==> config.mk <==
export PLATFORM = sky130hd
export DESIGN_NAME = axi_arb_2m1s
export DESIGN_NICKNAME = d
export VERILOG_FILES = /design/src/rtl/axi_arb_2m1s_pkg.sv /design/src/rtl/axi_arb_2m1s_rr2.sv /design/src/rtl/axi_arb_2m1s.sv
export SDC_FILE = /design/constraint.sdc
export NUM_CORES = 1
export LEC_CHECK = 0
export ABC_AREA = 1
export BUFFER_PORTS_ARGS = -buffer_cell sky130_fd_sc_hd__clkbuf_2
export CORE_AREA = 2 2 152 154
export CTS_CLUSTER_SIZE = 24
export DETAILED_ROUTE_END_ITERATION = 10
export DIE_AREA = 0 0 154 156
export PLACE_DENSITY = 0.35
export SLEW_MARGIN = 20
export SYNTH_ARGS = -nofsm -noshare
export SYNTH_HDL_FRONTEND = slang
export SYNTH_SLANG_ARGS = --single-unit
==> constraint.sdc <==
create_clock -name clk -period 1.45 [get_ports clk]
set_input_delay 0.2175 -clock clk [delete_from_list [all_inputs] [get_ports clk]]
set_output_delay 0.2175 -clock clk [all_outputs]
set_load 0.005 [all_outputs]
==> src/rtl/axi_arb_2m1s_pkg.sv <==
// axi_arb_2m1s_pkg
//   Shared definitions for the two-master / one-slave AXI arbiter:
//   response encodings, the arbiter state encoding and a small helper
//   used to recognise the read-transfer states.
package axi_arb_2m1s_pkg;

    localparam logic [1:0] RESP_OKAY   = 2'b00;
    localparam logic [1:0] RESP_SLVERR = 2'b10;

    typedef enum logic [1:0] {
        ARB_IDLE = 2'd0,
        ARB_RD0  = 2'd1,
        ARB_RD1  = 2'd2,
        ARB_WR1  = 2'd3
    } arb_state_t;

    function automatic logic is_read_state(input arb_state_t s);
        return (s == ARB_RD0) || (s == ARB_RD1);
    endfunction

endpackage

==> src/rtl/axi_arb_2m1s_rr2.sv <==
// axi_arb_2m1s_rr2
//   Two-input round-robin picker. Combinational.
//   Ports:
//     req[1:0]  in   request from master 0 / master 1
//     last      in   index of the master granted most recently
//     gnt[1:0]  out  one-hot grant (all zero when nothing is requested)
module axi_arb_2m1s_rr2 (
    input  logic [1:0] req,
    input  logic       last,
    output logic [1:0] gnt
);

    // On a tie the master that did not win last time is picked.
    always_comb begin
        gnt = 2'b00;
        case (req)
            2'b01:   gnt = 2'b01;
            2'b10:   gnt = 2'b10;
            2'b11:   gnt = last ? 2'b01 : 2'b10;
            default: gnt = 2'b00;
        endcase
    end

endmodule

==> src/rtl/axi_arb_2m1s.sv <==
// axi_arb_2m1s
//   Shares one AXI4-subset slave port between the IFU (m0, read only) and
//   the LSU (m1, read and write). One transaction is outstanding at a time;
//   the grant is registered and round-robin, after which the granted
//   master's channels are routed combinationally to the slave.
//   Ports:
//     clk, rst              clock, synchronous active-high reset
//     m0_ar*, m0_r*         IFU read address / read data
//     m1_ar*, m1_r*         LSU read address / read data
//     m1_aw*, m1_w*, m1_b*  LSU write address / write data / write response
//     s_ar*, s_r*, s_aw*, s_w*, s_b*  slave side, directions reversed
module axi_arb_2m1s
    import axi_arb_2m1s_pkg::*;
#(
    parameter int ID_W   = 4,
    parameter int ADDR_W = 32,
    parameter int DATA_W = 32
) (
    input  logic                clk,
    input  logic                rst,
    input  logic                m0_arvalid,
    output logic                m0_arready,
    input  logic [ADDR_W-1:0]   m0_araddr,
    input  logic [ID_W-1:0]     m0_arid,
    output logic                m0_rvalid,
    input  logic                m0_rready,
    output logic [DATA_W-1:0]   m0_rdata,
    output logic [1:0]          m0_rresp,
    output logic [ID_W-1:0]     m0_rid,
    output logic                m0_rlast,
    input  logic                m1_arvalid,
    output logic                m1_arready,
    input  logic [ADDR_W-1:0]   m1_araddr,
    input  logic [ID_W-1:0]     m1_arid,
    output logic                m1_rvalid,
    input  logic                m1_rready,
    output logic [DATA_W-1:0]   m1_rdata,
    output logic [1:0]          m1_rresp,
    output logic [ID_W-1:0]     m1_rid,
    output logic                m1_rlast,
    input  logic                m1_awvalid,
    output logic                m1_awready,
    input  logic [ADDR_W-1:0]   m1_awaddr,
    input  logic                m1_wvalid,
    output logic                m1_wready,
    input  logic [DATA_W-1:0]   m1_wdata,
    input  logic [DATA_W/8-1:0] m1_wstrb,
    output logic                m1_bvalid,
    input  logic                m1_bready,
    output logic [1:0]          m1_bresp,
    output logic                s_arvalid,
    input  logic                s_arready,
    output logic [ADDR_W-1:0]   s_araddr,
    output logic [ID_W-1:0]     s_arid,
    input  logic                s_rvalid,
    output logic                s_rready,
    input  logic [DATA_W-1:0]   s_rdata,
    input  logic [1:0]          s_rresp,
    input  logic [ID_W-1:0]     s_rid,
    input  logic                s_rlast,
    output logic                s_awvalid,
    input  logic                s_awready,
    output logic [ADDR_W-1:0]   s_awaddr,
    output logic                s_wvalid,
    input  logic                s_wready,
    output logic [DATA_W-1:0]   s_wdata,
    output logic [DATA_W/8-1:0] s_wstrb,
    input  logic                s_bvalid,
    output logic                s_bready,
    input  logic [1:0]          s_bresp
);

    arb_state_t state, state_d;
    logic       rr_last, rr_last_d;
    logic       ar_done, aw_done, w_done;
    logic [1:0] gnt;

    axi_arb_2m1s_rr2 u_rr2 (
        .req  ({m1_arvalid | m1_awvalid, m0_arvalid}),
        .last (rr_last),
        .gnt  (gnt)
    );

    // Payload fields are steered unconditionally; only valid/ready are gated.
    assign s_araddr = (state == ARB_RD1) ? m1_araddr : m0_araddr;
    assign s_arid   = (state == ARB_RD1) ? m1_arid   : m0_arid;
    assign s_awaddr = m1_awaddr;
    assign s_wdata  = m1_wdata;
    assign s_wstrb  = m1_wstrb;
    assign m0_rdata = s_rdata;
    assign m0_rresp = s_rresp;
    assign m0_rid   = s_rid;
    assign m0_rlast = s_rlast;
    assign m1_rdata = s_rdata;
    assign m1_rresp = s_rresp;
    assign m1_rid   = s_rid;
    assign m1_rlast = s_rlast;
    assign m1_bresp = s_bresp;

    // State, round-robin history and per-channel done flags. The done flags
    // keep a channel from re-issuing after its handshake and are cleared on
    // every return to IDLE.
    always_ff @(posedge clk) begin
        if (rst) begin
            state   <= ARB_IDLE;
            rr_last <= 1'b1;
            ar_done <= 1'b0;
            aw_done <= 1'b0;
            w_done  <= 1'b0;
        end else begin
            state   <= state_d;
            rr_last <= rr_last_d;
            if (state_d == ARB_IDLE) begin
                ar_done <= 1'b0;
                aw_done <= 1'b0;
                w_done  <= 1'b0;
            end else begin
                if (is_read_state(state) && s_arvalid && s_arready) ar_done <= 1'b1;
                if (state == ARB_WR1 && s_awvalid && s_awready)     aw_done <= 1'b1;
                if (state == ARB_WR1 && s_wvalid && s_wready)       w_done  <= 1'b1;
            end
        end
    end

    // Grant decision in IDLE and handshake routing in the transfer states.
    // An m1 grant with both ar and aw pending serves the read first.
    always_comb begin
        state_d    = state;
        rr_last_d  = rr_last;
        s_arvalid  = 1'b0;
        s_rready   = 1'b0;
        s_awvalid  = 1'b0;
        s_wvalid   = 1'b0;
        s_bready   = 1'b0;
        m0_arready = 1'b0;
        m0_rvalid  = 1'b0;
        m1_arready = 1'b0;
        m1_rvalid  = 1'b0;
        m1_awready = 1'b0;
        m1_wready  = 1'b0;
        m1_bvalid  = 1'b0;
        case (state)
            ARB_IDLE: begin
                if (gnt[0]) begin
                    state_d   = ARB_RD0;
                    rr_last_d = 1'b0;
                end else if (gnt[1]) begin
                    state_d   = m1_arvalid ? ARB_RD1 : ARB_WR1;
                    rr_last_d = 1'b1;
                end
            end
            ARB_RD0: begin
                s_arvalid  = m0_arvalid & ~ar_done;
                m0_arready = s_arready & ~ar_done;
                m0_rvalid  = s_rvalid;
                s_rready   = m0_rready;
                if (s_rvalid && m0_rready && s_rlast) state_d = ARB_IDLE;
            end
            ARB_RD1: begin
                s_arvalid  = m1_arvalid & ~ar_done;
                m1_arready = s_arready & ~ar_done;
                m1_rvalid  = s_rvalid;
                s_rready   = m1_rready;
                if (s_rvalid && m1_rready && s_rlast) state_d = ARB_IDLE;
            end
            ARB_WR1: begin
                s_awvalid  = m1_awvalid & ~aw_done;
                m1_awready = s_awready & ~aw_done;
                s_wvalid   = m1_wvalid & ~w_done;
                m1_wready  = s_wready & ~w_done;
                m1_bvalid  = s_bvalid;
                s_bready   = m1_bready;
                if (s_bvalid && m1_bready) state_d = ARB_IDLE;
            end
            default: state_d = ARB_IDLE;
        endcase
    end

    // A granted master must hold its request valid until the handshake.
    assert property (@(posedge clk) disable iff (rst)
        (state == ARB_RD0 && !ar_done && m0_arvalid && !s_arready) |=> m0_arvalid);
    assert property (@(posedge clk) disable iff (rst)
        (state == ARB_RD1 && !ar_done && m1_arvalid && !s_arready) |=> m1_arvalid);
    assert property (@(posedge clk) disable iff (rst)
        (state == ARB_WR1 && !aw_done && m1_awvalid && !s_awready) |=> m1_awvalid);
    assert property (@(posedge clk) disable iff (rst)
        (state == ARB_WR1 && !w_done && m1_wvalid && !s_wready) |=> m1_wvalid);

endmodule

## Word-level counts from Yosys, hierarchy flattened

Index checks and enable logic that the tools add are counted.
W data, S select, Z words.

- Flip-flop bits (word level): 6
- Input port bits: 195
- Output and inout port bits: 196
- Logic and storage cells: 64

- Equality and inequality tests: 6
- Mux-type cells: 25
- Bitwise operators: 11
- Reductions and logical operators: 17

Operator list:

| cell | count |
|---|---|
| $mux W32 | 1 |
| $mux W1 | 13 |
| $mux W2 | 6 |
| $logic_and A1 B1 Y1 | 11 |
| $eq A2 B2 Y1 const B | 4 |
| $pmux W2 S4 | 1 |
| $and A1 B1 Y1 | 7 |
| $pmux W2 S3 | 1 |
| $eq A2 B1 Y1 const B | 2 |
| $logic_not A2 Y1 | 2 |
| $mux W4 | 1 |
| $pmux W1 S2 | 2 |
| $not A1 Y1 | 3 |
| $reduce_and A2 Y1 | 1 |
| $reduce_bool A2 Y1 | 1 |
| $reduce_or A2 Y1 | 1 |
| $logic_or A1 B1 Y1 | 1 |
| $or A1 B1 Y1 | 1 |

## Depth between registers and ports, before layout

Gate-level depths: netlist of the first run.

- Depth in word-level cells: 8
- Mapped depth: 8
- Mapped depth without buffers: 8

## Cells and area by module

Synthesis of the first run repeated with hierarchy kept, for this count alone.

- Cell total of the unflattened synthesis: 342
- Area total of the unflattened synthesis: 2074.5 um^2

Modules (own cells, without submodules):

| module | times used | cells each | area each (um^2) | sequential area each (um^2) |
|---|---|---|---|---|
| axi_arb_2m1s | 1 | 337 | 2053.2 | 120.1 |
| axi_arb_2m1s_rr2 | 1 | 5 | 21.3 | 0.0 |

## Least setup slack after synthesis of the first run

OpenSTA, ideal clock, no wires.

- Path type: register to output
- Start: reg state[0]
- End: out s_araddr[10]
- Data arrival time: 1205 ps
- Required time: 1233 ps
- Slack: 27 ps
- Stages on the path, launching flop included: 8
- Path buffers: 2
- Cells stage by stage: dfxtp_1 inv_1 ha_1 inv_2 buf_2 buf_2 nand2_1 nand2_1

- Longest elaborated chain between the ends: 2

Ends and longest elaborated chain:

| what | RTL line | text |
|---|---|---|
| start, declared | axi_arb_2m1s.sv:73 | `arb_state_t state, state_d;` |
| start signal, assigned | axi_arb_2m1s.sv:111 | `state <= state_d;` |
| $eq A2 B2 Y1 | axi_arb_2m1s.sv:85 | `assign s_araddr = (state == ARB_RD1) ? m1_araddr : m0_araddr;` |
| $mux W32 | axi_arb_2m1s.sv:85 |  |
| end, declared | axi_arb_2m1s.sv:53 | `output logic [ADDR_W-1:0] s_araddr,` |

Every way passes these cells.

## Final worst setup path of the first run

- Start: reg state[0]
- End: out s_arvalid

- Longest elaborated chain between the ends: 2
- Elaborated cells on any way between the ends: 3
- Those cells by class: eq/ne (2); mux (1)

Ends and longest elaborated chain:

| what | RTL line | text |
|---|---|---|
| $eq A2 B2 Y1 or $eq A2 B1 Y1 (tied branches) | axi_arb_2m1s.sv:142 | `case (state)` |
| $pmux W1 S2 * | axi_arb_2m1s.sv:142 |  |
| end, declared | axi_arb_2m1s.sv:51 | `output logic s_arvalid,` |

Mark *: on every way between the ends. The rest lies on a longest branch, timed or not.

==> results of run 1 <==
[power by group through the flow]
stage	Combinational [mW]	Clock, mW	Sequential, mW
finish	0.916	0.443	0.197
global route	1.03	0.461	0.200
CTS	0.898	0.453	0.196
detailed placement	0.761	0	0.194
global placement	0.764	0	0.194
floorplan	0.660	0	0.194
[timing repair]
item / CTS / global route
hold buffers: 0 / 0
buffers inserted: 2 / 0
setup endpoints to repair: 47 / 51
cloned: 2 / 1
pin swaps: 10 / 0
gates resized for setup: 30 / 14
[per-layer routing]
metal | part of all wire [%] | routed length [um]
met1 | 34 | 3142
met2 | 42 | 3893
met3 | 19 | 1827
met4 | 5.4 | 510
met5 | 0 | 0
[critical path: stages (launching register included)]
cell and delay (ns):
sky130_fd_sc_hd__dfxtp_2 0.32, sky130_fd_sc_hd__inv_2 0.05, sky130_fd_sc_hd__buf_4 0.14, sky130_fd_sc_hd__ha_1 0.28, sky130_fd_sc_hd__inv_2 0.05, sky130_fd_sc_hd__nor3_4 0.12
sky130_fd_sc_hd__clkbuf_2 0.14
[layout make-up]
cell class / count / area, sq um
fill: 2622 / 20010
sequential: 6 / 122.6
timing repair buffer: 152 / 898.4
inverter: 15 / 63.81
multi-input combinational: 165 / 834.6
clock buffer: 3 / 75.07
tap: 285 / 356.6
[cells by family after synthesis]
group           count (synthesis)  share of synthesized area (%)
flops                           6                          5.843
simple gates                  149                          29.52
buf+inv                       171                          58.67
fa+ha+maj                       5                          3.043
compound gates                 11                          2.921
[registers in the layout (all words and copies together) (netlist names)]
register,cells
aw_done,1
ar_done,1
state,2
w_done,1
rr_last,1
[cell usage after synthesis]
master,count,area share [%]
sky130_fd_sc_hd__inv_1,13,2.4
sky130_fd_sc_hd__buf_2,7,1.7
sky130_fd_sc_hd__ha_1,5,3.0
sky130_fd_sc_hd__a221o_1,1,0.49
sky130_fd_sc_hd__nor3_2,1,0.49
sky130_fd_sc_hd__o21ai_0,1,0.24
sky130_fd_sc_hd__dfxtp_1,6,5.8
sky130_fd_sc_hd__nand3_1,7,1.7
sky130_fd_sc_hd__o21ai_1,1,0.24
sky130_fd_sc_hd__inv_2,2,0.37
sky130_fd_sc_hd__buf_4,148,54
sky130_fd_sc_hd__nor3_1,1,0.24
sky130_fd_sc_hd__nand4_1,1,0.30
sky130_fd_sc_hd__nor3b_2,2,1.2
sky130_fd_sc_hd__nor3b_1,3,1.1
sky130_fd_sc_hd__nand2_1,129,24
sky130_fd_sc_hd__clkbuf_1,1,0.18
sky130_fd_sc_hd__a21oi_1,8,1.9
sky130_fd_sc_hd__nor2_1,5,0.91
[through the flow]
step | setup slack (ns) | area (sq um) | instances
2_1_floorplan | 0.02743 | 2056 | 342
3_3_place_gp | 0.05337 | 2053 | 618
3_5_place_dp | 0.04738 | 2053 | 618
4_1_cts | -0.1208 | 2287 | 625
5_1_grt | -0.1698 | 2351 | 626
6_report | -0.09807 | 2351 | 626
[worst max-delay path by stage]
stage,end,slack [ns],depth (start not counted)
2_1_floorplan,s_araddr[10],0.03,7
3_3_place_gp,s_arvalid,0.05,6
3_5_place_dp,s_araddr[19],0.05,7
4_1_cts,s_araddr[4],-0.12,7
5_1_grt,s_araddr[17],-0.17,6
6_report,s_arvalid,-0.1,6
==> metrics.txt, run 1 <==
# TYPE chip_impl_metric gauge
chip_impl_metric{name="gr-usage-met2",unit="%"} 9.951
chip_impl_info{name="hold_end",value="rr_last"} 1
chip_impl_metric{name="route.detailed.vias_per_inst",unit=""} 3.059
chip_impl_metric{name="synth.cell_area",unit="sq mm"} 0.002056
chip_impl_metric{name="p_sw",unit="mW"} 0.5784
chip_impl_metric{name="first_pass_grt_wire_length",unit="mm"} 11.56
chip_impl_metric{name="flops_latches_synth",unit=""} 6
chip_impl_info{name="gr-max-usage-layer",value="met2"} 1
chip_impl_metric{name="biggest_fanout_along_the_worst_timing_path",unit=""} 4
chip_impl_metric{name="combinational_cell_fraction_of_total_power",unit="%"} 58.9
chip_impl_metric{name="buffer_ports.inserted",unit=""} 136
chip_impl_metric{name="timing_worst_slew_pin_value",unit="ns"} 0.2344
chip_impl_metric{name="floorplan.io_pins",unit=""} 391
chip_impl_metric{name="die-area",unit="sq mm"} 0.02402
chip_impl_metric{name="clk_transition_reported_paths",unit="ns"} 0.03
chip_impl_metric{name="max_transition_margin",unit="%"} 84.35
chip_impl_info{name="status",value="complete, but fails checks"} 1
chip_impl_metric{name="antennaDiodeCount",unit=""} 0
chip_impl_metric{name="period_minus_slack",unit="ns"} 1.548
chip_impl_info{name="r2r-end",value="aw_done"} 1
chip_impl_metric{name="placement_rows",unit=""} 55
chip_impl_metric{name="final_report_setup_violation_count",unit=""} 43
chip_impl_info{name="tritoncts",value="done"} 1
chip_impl_metric{name="leakage",unit="nW"} 1.313
chip_impl_metric{name="globalRouteMet3Util",unit="%"} 5.389
chip_impl_info{name="worst_min_path_start",value="rst"} 1
chip_impl_metric{name="timing_max_transition_violations_final",unit=""} 0
chip_impl_metric{name="powerDensity",unit="mW/mm^2"} 661.9
chip_impl_metric{name="clock_latency",unit="ns"} 0.23
chip_impl_metric{name="initial_utilization",unit="%"} 9.192
chip_impl_metric{name="yosys.cell_types.count",unit=""} 19
chip_impl_metric{name="syn_nets",unit=""} 542
chip_impl_info{name="grt_setup_unrepaired",value="true"} 1
chip_impl_info{name="layout_common_cells",value="sky130_fd_sc_hd__clkbuf_2 (133), sky130_fd_sc_hd__nand2_1 (113), sky130_fd_sc_hd__nand2_2 (15)"} 1
chip_impl_metric{name="total_number_of_yosys_warnings",unit=""} 0
chip_impl_info{name="hold_class",value="input port to register"} 1
chip_impl_metric{name="grt_pass1_vias",unit=""} 1760
chip_impl_metric{name="drt_drc_violations_left",unit=""} 0
chip_impl_metric{name="violation_count_after_the_first_detailed_route_iteration",unit=""} 63
chip_impl_info{name="critPathCaptureType",value="output pin"} 1
chip_impl_info{name="timing.rr.start",value="state[0]"} 1
chip_impl_metric{name="power.internal",unit="mW"} 0.9777
chip_impl_metric{name="mapped_cells",unit=""} 342
chip_impl_metric{name="layout-drive-gt1-share",unit="%"} 55.43
chip_impl_metric{name="avgSynthCellArea",unit="sq um"} 6.011
chip_impl_metric{name="worst-r2r-setup-slack",unit="ns"} 0.09
chip_impl_info{name="failed_checks",value="negative setup slack"} 1
chip_impl_metric{name="clock_skew",unit="ns"} 0.0002413
chip_impl_metric{name="fp.dieH",unit="um"} 156
chip_impl_metric{name="ctsLongestPathBuffers",unit=""} 2
chip_impl_info{name="critPathKind",value="register to output pin"} 1
chip_impl_info{name="most_common_cell_after_layout_fill_and_taps_aside",value="sky130_fd_sc_hd__clkbuf_2"} 1
chip_impl_metric{name="antenna_violations_before_repair",unit=""} 0
chip_impl_metric{name="worst-endpoint-required",unit="ns"} 1.23
chip_impl_metric{name="post_route_wl",unit="mm"} 9.372
chip_impl_metric{name="holdPathStages",unit=""} 2
chip_impl_metric{name="nets",unit=""} 543
chip_impl_metric{name="gr-usage-all-layers",unit="%"} 6.707
chip_impl_metric{name="pin_count_of_the_biggest_net_entering_global_routing",unit=""} 23
chip_impl_metric{name="power.total",unit="mW"} 1.556
chip_impl_metric{name="fin_hold_ws",unit="ns"} 0.2127
chip_impl_metric{name="cts_max_level",unit=""} 1
chip_impl_metric{name="worst_r2r_path_depth",unit=""} 10
chip_impl_info{name="timing.critical_path.from_type",value="register"} 1
chip_impl_metric{name="arrival_time_of_data_at_the_critical_path_endpoint",unit="ns"} 1.33
chip_impl_metric{name="timing.fmax",unit="MHz"} 646.0
chip_impl_metric{name="drt-pass1-iter-count",unit=""} 4
chip_impl_metric{name="area_growth_syn_to_layout",unit="%"} 14.36
chip_impl_metric{name="vias",unit=""} 1915
chip_impl_metric{name="floorplan.core_area",unit="sq mm"} 0.02237
chip_impl_metric{name="synth-seq-area-share",unit="%"} 5.843
chip_impl_metric{name="clock-sinks",unit=""} 6
chip_impl_metric{name="post-dp-hpwl",unit="mm"} 7.328
chip_impl_metric{name="finalCritPeriodShare",unit="%"} 106.8
chip_impl_metric{name="die-width",unit="um"} 154
chip_impl_metric{name="globalRouteOverflowTotal",unit=""} 0
chip_impl_metric{name="power.share.sequential",unit="%"} 12.7
chip_impl_metric{name="avgRoutedWirePerCell",unit="um"} 14.97
chip_impl_metric{name="hold_viol_final",unit=""} 0
chip_impl_metric{name="final.setup.worst_slack",unit="ns"} -0.09807
chip_impl_metric{name="fraction_of_power_spent_switching_nets",unit="%"} 37.17
chip_impl_metric{name="place_congestion",unit=""} 0.7247
chip_impl_info{name="critPathLaunch",value="state[0]"} 1
chip_impl_info{name="clock-root-buffer",value="sky130_fd_sc_hd__clkbuf_16"} 1
chip_impl_metric{name="antenna_nets_post_route",unit=""} 0
chip_impl_metric{name="timing.setup.tns",unit="ns"} -2.533
chip_impl_metric{name="met1_usage",unit="%"} 6.435
chip_impl_metric{name="numCtsBuffers",unit=""} 3
chip_impl_metric{name="max-vdd-ir-drop",unit="mV"} 0.2463
chip_impl_metric{name="cap_violations",unit=""} 0
chip_impl_metric{name="final_core_utilization",unit="%"} 10.51
chip_impl_metric{name="clkPwrFrac",unit="%"} 28.4
Power figures use the tool's default switching activity.
==> run 2: changes to the inputs <==
Settings changed: PLACE_DENSITY 0.35 to 0.34.
Clock period 1.45 ns to 1.65 ns, I/O delays scaled along.
==> run 2 against run 1 <==
  * The flow now finishes without violations
  * Die area did not move
  * Routed wire length is 16% lower
  * Critical path depth fell by 1
  * Design area shrank 7.7%
  * Sequential share of layout area up 0.44 points
  * Critical endpoint unchanged
  * Largest cell class is now multi-input gates
==> metrics.txt, run 2 (same netlist as run 1, synthesis figures left out) <==
# TYPE chip_impl_metric gauge
chip_impl_info{name="status",value="complete, no violations"} 1
chip_impl_metric{name="globalRouteOverflowTotal",unit=""} 0
chip_impl_metric{name="biggest_fanout_along_the_worst_timing_path",unit=""} 4
chip_impl_info{name="most_common_cell_after_layout_fill_and_taps_aside",value="sky130_fd_sc_hd__clkbuf_2"} 1
chip_impl_metric{name="gr-usage-all-layers",unit="%"} 5.790
chip_impl_metric{name="drt-pass1-iter-count",unit=""} 4
chip_impl_metric{name="clock-sinks",unit=""} 6
chip_impl_info{name="cell_by_cell_trace_of_the_critical_path",value="inv_1 -> ha_4 -> inv_2 -> nor3_4 -> buf_2"} 1
chip_impl_metric{name="powerDensity",unit="mW/mm^2"} 574.2
chip_impl_metric{name="violation_count_after_the_first_detailed_route_iteration",unit=""} 54
chip_impl_info{name="timing.critical_path.slowest_stage_cell",value="sky130_fd_sc_hd__dfxtp_2"} 1
chip_impl_info{name="layout_common_cells",value="sky130_fd_sc_hd__clkbuf_2 (135), sky130_fd_sc_hd__nand2_1 (129), sky130_fd_sc_hd__inv_1 (11)"} 1
chip_impl_metric{name="seqCellArea",unit="sq um"} 122.6
chip_impl_metric{name="area_growth_syn_to_layout",unit="%"} 5.539
chip_impl_metric{name="initial_utilization",unit="%"} 9.192
chip_impl_metric{name="multi_input_combinational_cell_area",unit="sq um"} 785.8
chip_impl_info{name="critPathCaptureType",value="output pin"} 1
chip_impl_metric{name="place_congestion",unit=""} 0.6789
chip_impl_metric{name="grt_pass1_vias",unit=""} 1733
chip_impl_info{name="clock-root-buffer",value="sky130_fd_sc_hd__clkbuf_16"} 1
chip_impl_metric{name="buffer_ports.inserted",unit=""} 136
chip_impl_metric{name="fp.dieH",unit="um"} 156
chip_impl_metric{name="largest_register_ff_count",unit=""} 2
chip_impl_metric{name="hold_viol_final",unit=""} 0
chip_impl_metric{name="drt_drc_violations_left",unit=""} 0
chip_impl_metric{name="post-dp-hpwl",unit="mm"} 6.645
chip_impl_metric{name="die-area",unit="sq mm"} 0.02402
chip_impl_metric{name="maximum_single_stage_delay_on_the_critical_path",unit="ns"} 0.35
chip_impl_metric{name="timing_worst_slew_pin_value",unit="ns"} 0.2466
chip_impl_info{name="critPathKind",value="register to output pin"} 1
chip_impl_metric{name="final.setup.worst_slack",unit="ns"} 0.03689
chip_impl_metric{name="numCtsBuffers",unit=""} 3
chip_impl_metric{name="dp_slack",unit="ns"} 0.1699
chip_impl_metric{name="die-width",unit="um"} 154
chip_impl_info{name="grt_setup_unrepaired",value="true"} 1
chip_impl_metric{name="final_report_setup_violation_count",unit=""} 0
chip_impl_metric{name="max-vdd-ir-drop",unit="mV"} 0.3403
chip_impl_metric{name="floorplan.io_pins",unit=""} 391
chip_impl_info{name="tritoncts",value="done"} 1
chip_impl_metric{name="power.total",unit="mW"} 1.246
chip_impl_metric{name="postCtsSetupBuffers",unit=""} 0
chip_impl_metric{name="antenna_nets_post_route",unit=""} 0
chip_impl_metric{name="layout-drive-gt1-share",unit="%"} 47.89
chip_impl_metric{name="placement_rows",unit=""} 55
chip_impl_info{name="largest-register",value="state"} 1
chip_impl_metric{name="cts_max_level",unit=""} 1
chip_impl_metric{name="cap_violations",unit=""} 0
chip_impl_metric{name="clk_transition_reported_paths",unit="ns"} 0.03
chip_impl_info{name="timing.critical_path.from_type",value="register"} 1
chip_impl_metric{name="clock_skew",unit="ns"} 0.0009128
chip_impl_metric{name="finalCritPeriodShare",unit="%"} 97.76
chip_impl_metric{name="pin_count_of_the_biggest_net_entering_global_routing",unit=""} 26
chip_impl_metric{name="avgRoutedWirePerCell",unit="um"} 12.75
chip_impl_metric{name="leakage",unit="nW"} 1.227
chip_impl_metric{name="route.detailed.vias_per_inst",unit=""} 2.972
chip_impl_metric{name="clock_latency",unit="ns"} 0.23
chip_impl_metric{name="antennaDiodeCount",unit=""} 0
chip_impl_info{name="hold_class",value="input port to register"} 1
chip_impl_metric{name="max_transition_margin",unit="%"} 83.45
chip_impl_metric{name="worst-endpoint-required",unit="ns"} 1.40
chip_impl_metric{name="arrival_time_of_data_at_the_critical_path_endpoint",unit="ns"} 1.37
chip_impl_metric{name="post_route_wl",unit="mm"} 7.866
chip_impl_metric{name="vias",unit=""} 1834
chip_impl_metric{name="period_minus_slack",unit="ns"} 1.613
chip_impl_metric{name="timing.fmax",unit="MHz"} 619.9
chip_impl_metric{name="antenna_violations_before_repair",unit=""} 0
chip_impl_metric{name="final.fill_count",unit=""} 2631
chip_impl_metric{name="timing_max_transition_violations_final",unit=""} 0
chip_impl_metric{name="floorplan.core_area",unit="sq mm"} 0.02237
chip_impl_metric{name="first_pass_grt_wire_length",unit="mm"} 10.49
chip_impl_metric{name="ctsLongestPathBuffers",unit=""} 2
chip_impl_metric{name="nets",unit=""} 534
## run 2: cell type report
class                   count  share of cell area [%]
multi-input cells         165                   36.22
clock buffers               3                   3.460
well taps                 285                   16.44
repair buffers            143                   35.52
flip-flops and latches      6                   5.652
inverters                  15                   2.710
## run 2: final timing paths
kind             from   endpoint  slack [ns]  cells after the start
max reg2reg  state[1]    aw_done        0.24                      8
max          state[1]  s_arvalid        0.04                      5
min reg2reg   rr_last    rr_last        0.52                      1
min               rst    rr_last        0.24                      2
## run 2: power by group
group | switching (mW) | internal [mW]
combinational | 0.358 | 0.324
clock | 0.0802 | 0.311
sequential | 0.0121 | 0.160
## run 2: through the flow
step	hold WS [ns]	std cells	TNS [ns]	instance area (sq um)	utilization, %
final	0.2437	617	0	2170	9.701
after global routing	0.2651	617	-0.1578	2170	9.701
after CTS	0.2440	617	0	2128	9.516
after detailed placement	0.4784	614	0	2036	9.102
after global placement	0.4640	614	0	2036	9.102
after floorplan	0.3523	342	0	2056	-
## run 2: worst max-delay path, delay by kind of cell (launching register included)
family | cells | cell delay [ns]
and+or+nand+nor | 1 | 0.17
adders and majority gates | 1 | 0.30
buffers and inverters | 3 | 0.32
DFF | 1 | 0.35
## run 2: routing by layer
metal	wire length, um	track usage (%)
met4	422	3.560
met1	2230	4.885
met2	3457	9.139
met5	0	0
met3	1755	5.111
## run 2: repair_timing
item,4_1_cts,5_1_grt
pin swaps,1,1
gates resized for setup,6,7
hold buffers,0,0
endpoints found under the setup margin,25,12
cloned,0,0
==> run 3: changes to the inputs <==
Settings changed: ABC_AREA 1 to 0, BUFFER_PORTS_ARGS -buffer_cell sky130_fd_sc_hd__clkbuf_2 to -buffer_cell sky130_fd_sc_hd__buf_2, CORE_AREA 2 2 152 154 to 2 2 153 155, DIE_AREA 0 0 154 156 to 0 0 155 157, SLEW_MARGIN 20 to 0.
==> run 3 against run 2 <==
  * The flow now finishes with violations (negative setup slack)
  * Clock power is essentially flat
  * Synthesized area shrank 2.1%
  * Non-clock buffer count grew 8
  * Die area grew 1.3%
  * Cell count shrank 14%
  * Count of clock-buffer cells in the layout is the same
  * Worst hold slack gained 0.022 ns
  * Sequential cell count is the same
  * Sequential share of layout area shrank 0.67 points
  * Worst setup slack lost 0.13 ns
  * Utilization grew 1.5 points
  * Register-to-register slack lost 0.33 ns
==> metrics.txt, run 3 <==
# TYPE chip_impl_metric gauge
chip_impl_metric{name="place_area",unit="sq mm"} 0.002027
chip_impl_info{name="tritoncts",value="done"} 1
chip_impl_metric{name="buffer_ports.inserted",unit=""} 136
chip_impl_metric{name="syn_nets",unit=""} 443
chip_impl_metric{name="leakage",unit="nW"} 1.196
chip_impl_metric{name="max_transition_margin",unit="%"} 77.77
chip_impl_metric{name="area_growth_syn_to_layout",unit="%"} 24.80
chip_impl_metric{name="die-width",unit="um"} 155
chip_impl_metric{name="antenna_violations_before_repair",unit=""} 2
chip_impl_metric{name="hold_buffers",unit=""} 0
chip_impl_metric{name="max-vdd-ir-drop",unit="mV"} 0.1941
chip_impl_metric{name="post_route_wl",unit="mm"} 6.478
chip_impl_metric{name="cts_max_level",unit=""} 1
chip_impl_metric{name="timing_max_transition_violations_final",unit=""} 0
chip_impl_metric{name="floorplan.io_pins",unit=""} 391
chip_impl_info{name="most_frequent_cell_after_synthesis",value="sky130_fd_sc_hd__buf_4"} 1
chip_impl_info{name="largest-register",value="state"} 1
chip_impl_info{name="critPathKind",value="register to register"} 1
chip_impl_metric{name="first_pass_grt_wire_length",unit="mm"} 8.535
chip_impl_metric{name="clock_skew",unit="ns"} 0.001300
chip_impl_metric{name="timing.critical_path.buf_inv",unit=""} 2
chip_impl_metric{name="post-dp-hpwl",unit="mm"} 5.180
chip_impl_info{name="synth-main-ff-cell",value="sky130_fd_sc_hd__dfxtp_1"} 1
chip_impl_metric{name="total_number_of_yosys_warnings",unit=""} 0
chip_impl_metric{name="synth.cell_area",unit="sq mm"} 0.002013
chip_impl_metric{name="final_design_area_no_fill",unit="sq mm"} 0.002512
chip_impl_metric{name="violation_count_after_the_first_detailed_route_iteration",unit=""} 64
chip_impl_metric{name="globalRouteOverflowTotal",unit=""} 0
chip_impl_info{name="worst_min_path_start",value="rst"} 1
chip_impl_metric{name="arrival_time_of_data_at_the_critical_path_endpoint",unit="ns"} 1.85
chip_impl_metric{name="layout-drive-gt1-share",unit="%"} 84.84
chip_impl_metric{name="antenna_nets_post_route",unit=""} 0
chip_impl_metric{name="stdcell_count",unit=""} 530
chip_impl_info{name="most_common_cell_after_layout_fill_and_taps_aside",value="sky130_fd_sc_hd__buf_2"} 1
chip_impl_info{name="failed_checks",value="negative setup slack"} 1
chip_impl_metric{name="cap_violations",unit=""} 0
chip_impl_info{name="clock-root-buffer",value="sky130_fd_sc_hd__clkbuf_16"} 1
chip_impl_metric{name="biggest_fanout_along_the_worst_timing_path",unit=""} 4
chip_impl_metric{name="fp.dieH",unit="um"} 157
chip_impl_metric{name="floorplan.core_area",unit="sq mm"} 0.02250
chip_impl_metric{name="mapped_cells",unit=""} 243
chip_impl_metric{name="numCtsBuffers",unit=""} 3
chip_impl_info{name="critPathLaunch",value="state[0]"} 1
chip_impl_info{name="hold_end",value="rr_last"} 1
chip_impl_info{name="grt_setup_unrepaired",value="true"} 1
chip_impl_metric{name="yosys.cell_types.count",unit=""} 25
chip_impl_metric{name="clock-sinks",unit=""} 6
chip_impl_metric{name="clock_latency",unit="ns"} 0.23
chip_impl_metric{name="worst_r2r_path_depth",unit=""} 7
chip_impl_metric{name="largest_register_ff_count",unit=""} 2
chip_impl_metric{name="count_of_flip_flops_with_a_built_in_enable_after_synthesis",unit=""} 0
chip_impl_metric{name="drt-pass1-iter-count",unit=""} 4
chip_impl_metric{name="vias",unit=""} 1467
chip_impl_info{name="critical_path.top_delay_family",value="compound AO/OA/AOI/OAI gates"} 1
chip_impl_metric{name="avgRoutedWirePerCell",unit="um"} 12.22
chip_impl_info{name="timing.rr.start",value="state[0]"} 1
chip_impl_metric{name="timing_worst_slew_pin_value",unit="ns"} 0.3326
chip_impl_metric{name="holdPathStages",unit=""} 2
chip_impl_metric{name="place_congestion",unit=""} 0.6911
chip_impl_metric{name="finalCritPeriodShare",unit="%"} 105.4
chip_impl_metric{name="avgSynthCellArea",unit="sq um"} 8.285
chip_impl_metric{name="final.setup.worst_slack",unit="ns"} -0.08958
chip_impl_metric{name="synth-seq-area-share",unit="%"} 5.966
chip_impl_metric{name="nets",unit=""} 446
chip_impl_metric{name="pin_count_of_the_biggest_net_entering_global_routing",unit=""} 15
chip_impl_metric{name="placement_rows",unit=""} 55
chip_impl_info{name="synth.cells.most_frequent",value="sky130_fd_sc_hd__buf_4 (148), sky130_fd_sc_hd__mux2_2 (36), sky130_fd_sc_hd__a21oi_1 (8)"} 1
chip_impl_metric{name="dp.cells",unit=""} 523
chip_impl_info{name="r2r-end",value="aw_done"} 1
chip_impl_metric{name="period_minus_slack",unit="ns"} 1.740
chip_impl_metric{name="dp_slack",unit="ns"} -0.08831
chip_impl_metric{name="final_core_utilization",unit="%"} 11.16
chip_impl_info{name="timing.critical_path.from_type",value="register"} 1
chip_impl_info{name="hold_class",value="input port to register"} 1
chip_impl_metric{name="worst-endpoint-required",unit="ns"} 1.76
chip_impl_metric{name="maximum_single_stage_delay_on_the_critical_path",unit="ns"} 0.44
chip_impl_info{name="status",value="complete, but fails checks"} 1
chip_impl_metric{name="powerDensity",unit="mW/mm^2"} 678.8
chip_impl_metric{name="gr-usage-all-layers",unit="%"} 4.624
chip_impl_info{name="cell_by_cell_trace_of_the_critical_path",value="inv_2 -> ha_4 -> buf_6 -> a2bb2oi_2 -> a2111o_1 -> o211ai_4 -> a21oi_2"} 1
chip_impl_info{name="layout_common_cells",value="sky130_fd_sc_hd__buf_2 (108), sky130_fd_sc_hd__buf_6 (29), sky130_fd_sc_hd__mux2_4 (28)"} 1
chip_impl_metric{name="flops_latches_synth",unit=""} 6
chip_impl_metric{name="synth_top_area_share",unit="%"} 55.19
chip_impl_metric{name="grt_pass1_vias",unit=""} 1539
chip_impl_metric{name="clk_transition_reported_paths",unit="ns"} 0.03
chip_impl_metric{name="synthArstFlopShare",unit="%"} 0
chip_impl_metric{name="final.fill_count",unit=""} 2555
chip_impl_metric{name="ctsLongestPathBuffers",unit=""} 2
chip_impl_metric{name="die-area",unit="sq mm"} 0.02434
chip_impl_metric{name="fin_hold_ws",unit="ns"} 0.2654
chip_impl_info{name="netlist_top_cells_area",value="sky130_fd_sc_hd__buf_4 (55%), sky130_fd_sc_hd__mux2_2 (20%), sky130_fd_sc_hd__dfxtp_1 (6.0%)"} 1
chip_impl_metric{name="initial_utilization",unit="%"} 8.946
chip_impl_info{name="timing.critical_path.slowest_stage_cell",value="sky130_fd_sc_hd__a2111o_1"} 1
chip_impl_metric{name="route.detailed.vias_per_inst",unit=""} 2.768
chip_impl_info{name="post-synth-top-area-cell",value="sky130_fd_sc_hd__buf_4"} 1
chip_impl_info{name="critPathCaptureType",value="register"} 1
chip_impl_metric{name="worst-r2r-setup-slack",unit="ns"} -0.09
chip_impl_metric{name="drt_drc_violations_left",unit=""} 0
chip_impl_metric{name="final_report_setup_violation_count",unit=""} 42
chip_impl_metric{name="hold_viol_final",unit=""} 0
chip_impl_metric{name="timing.fmax",unit="MHz"} 574.9
## run 3: cell count changes in the layout (fill, tap and decap cells not counted), moves of 7 or more
cell and delta:
sky130_fd_sc_hd__inv_1 -8, sky130_fd_sc_hd__mux2_2 +8, sky130_fd_sc_hd__nand3_1 -7, sky130_fd_sc_hd__clkbuf_2 -135
sky130_fd_sc_hd__mux2_4 +28, sky130_fd_sc_hd__buf_2 +107, sky130_fd_sc_hd__buf_4 +7, sky130_fd_sc_hd__nand2_1 -126
sky130_fd_sc_hd__buf_6 +29
## run 3: timing repair
item | 4_1_cts | 5_1_grt
endpoints found under the setup margin | 43 | 43
pin swaps | 5 | 6
buffers inserted | 2 | 0
endpoints found under the hold margin | 0 | 0
cloned | 1 | 0
resized for setup | 53 | 20
## run 3: stage by stage
step | power [mW] | TNS, ns
after floorplan | 0.8592 | 0
after global placement | 1.005 | -0.2857
after detailed placement | 0.9891 | -0.3000
after CTS | 1.645 | -2.753
after global routing | 1.812 | -4.370
final | 1.705 | -2.069
## run 3: worst max-delay path by stage
stage	slack, ns	depth (start not counted)	endpoint
floorplan	0.006	7	aw_done
global route	-0.17	7	aw_done
global placement	-0.08	6	aw_done
finish	-0.09	7	aw_done
detailed placement	-0.09	6	aw_done
CTS	-0.12	6	s_arvalid
## run 3: worst register-to-register path, cell delays in order (launching register included)
cell	delay, ns
sky130_fd_sc_hd__dfxtp_2	0.32
sky130_fd_sc_hd__inv_2	0.05
sky130_fd_sc_hd__ha_4	0.20
sky130_fd_sc_hd__buf_6	0.13
sky130_fd_sc_hd__a2bb2oi_2	0.12
sky130_fd_sc_hd__a2111o_1	0.44
sky130_fd_sc_hd__o211ai_4	0.29
sky130_fd_sc_hd__a21oi_2	0.08
## run 3: final cells by class
class	count	area [sq um]	share of cell area [%]
inverter	5	18.77	0.7470
timing repair buffer	151	1017	40.49
sequential	6	125.1	4.980
clock buffer	3	75.07	2.988
antenna	1	2.502	0.09960
tap	285	356.6	14.19
multi-input combinational	79	917.1	36.50
## run 3: logic make-up (layout without fill, tap and decap cells)
kind of cell	after synthesis	after routing	synth area share (%)
other	0	1	0
buffers and inverters	158	159	57.68
adders and majority gates	5	5	3.108
muxes	37	37	20.63
AOI/OAI and AO/OA	16	16	5.842
DFF	6	6	5.967
and+or+nand+nor	21	21	6.774
## run 3: where the power goes
part	total (mW)	switching (mW)	internal (mW)
clock network	0.391	0.0804	0.311
logic	1.13	0.440	0.692
registers	0.182	0.0168	0.165
total	1.71	0.538	1.17
## run 3: per-layer routing
layer / vias to the layer above / wire (um) / GRT usage, %
li1: 651 / - / -
met1: 636 / 2011 / 3.922
met2: 126 / 3190 / 8.444
met3: 54 / 842 / 2.065
met4: 0 / 434 / 3.616
met5: - / 0 / 0
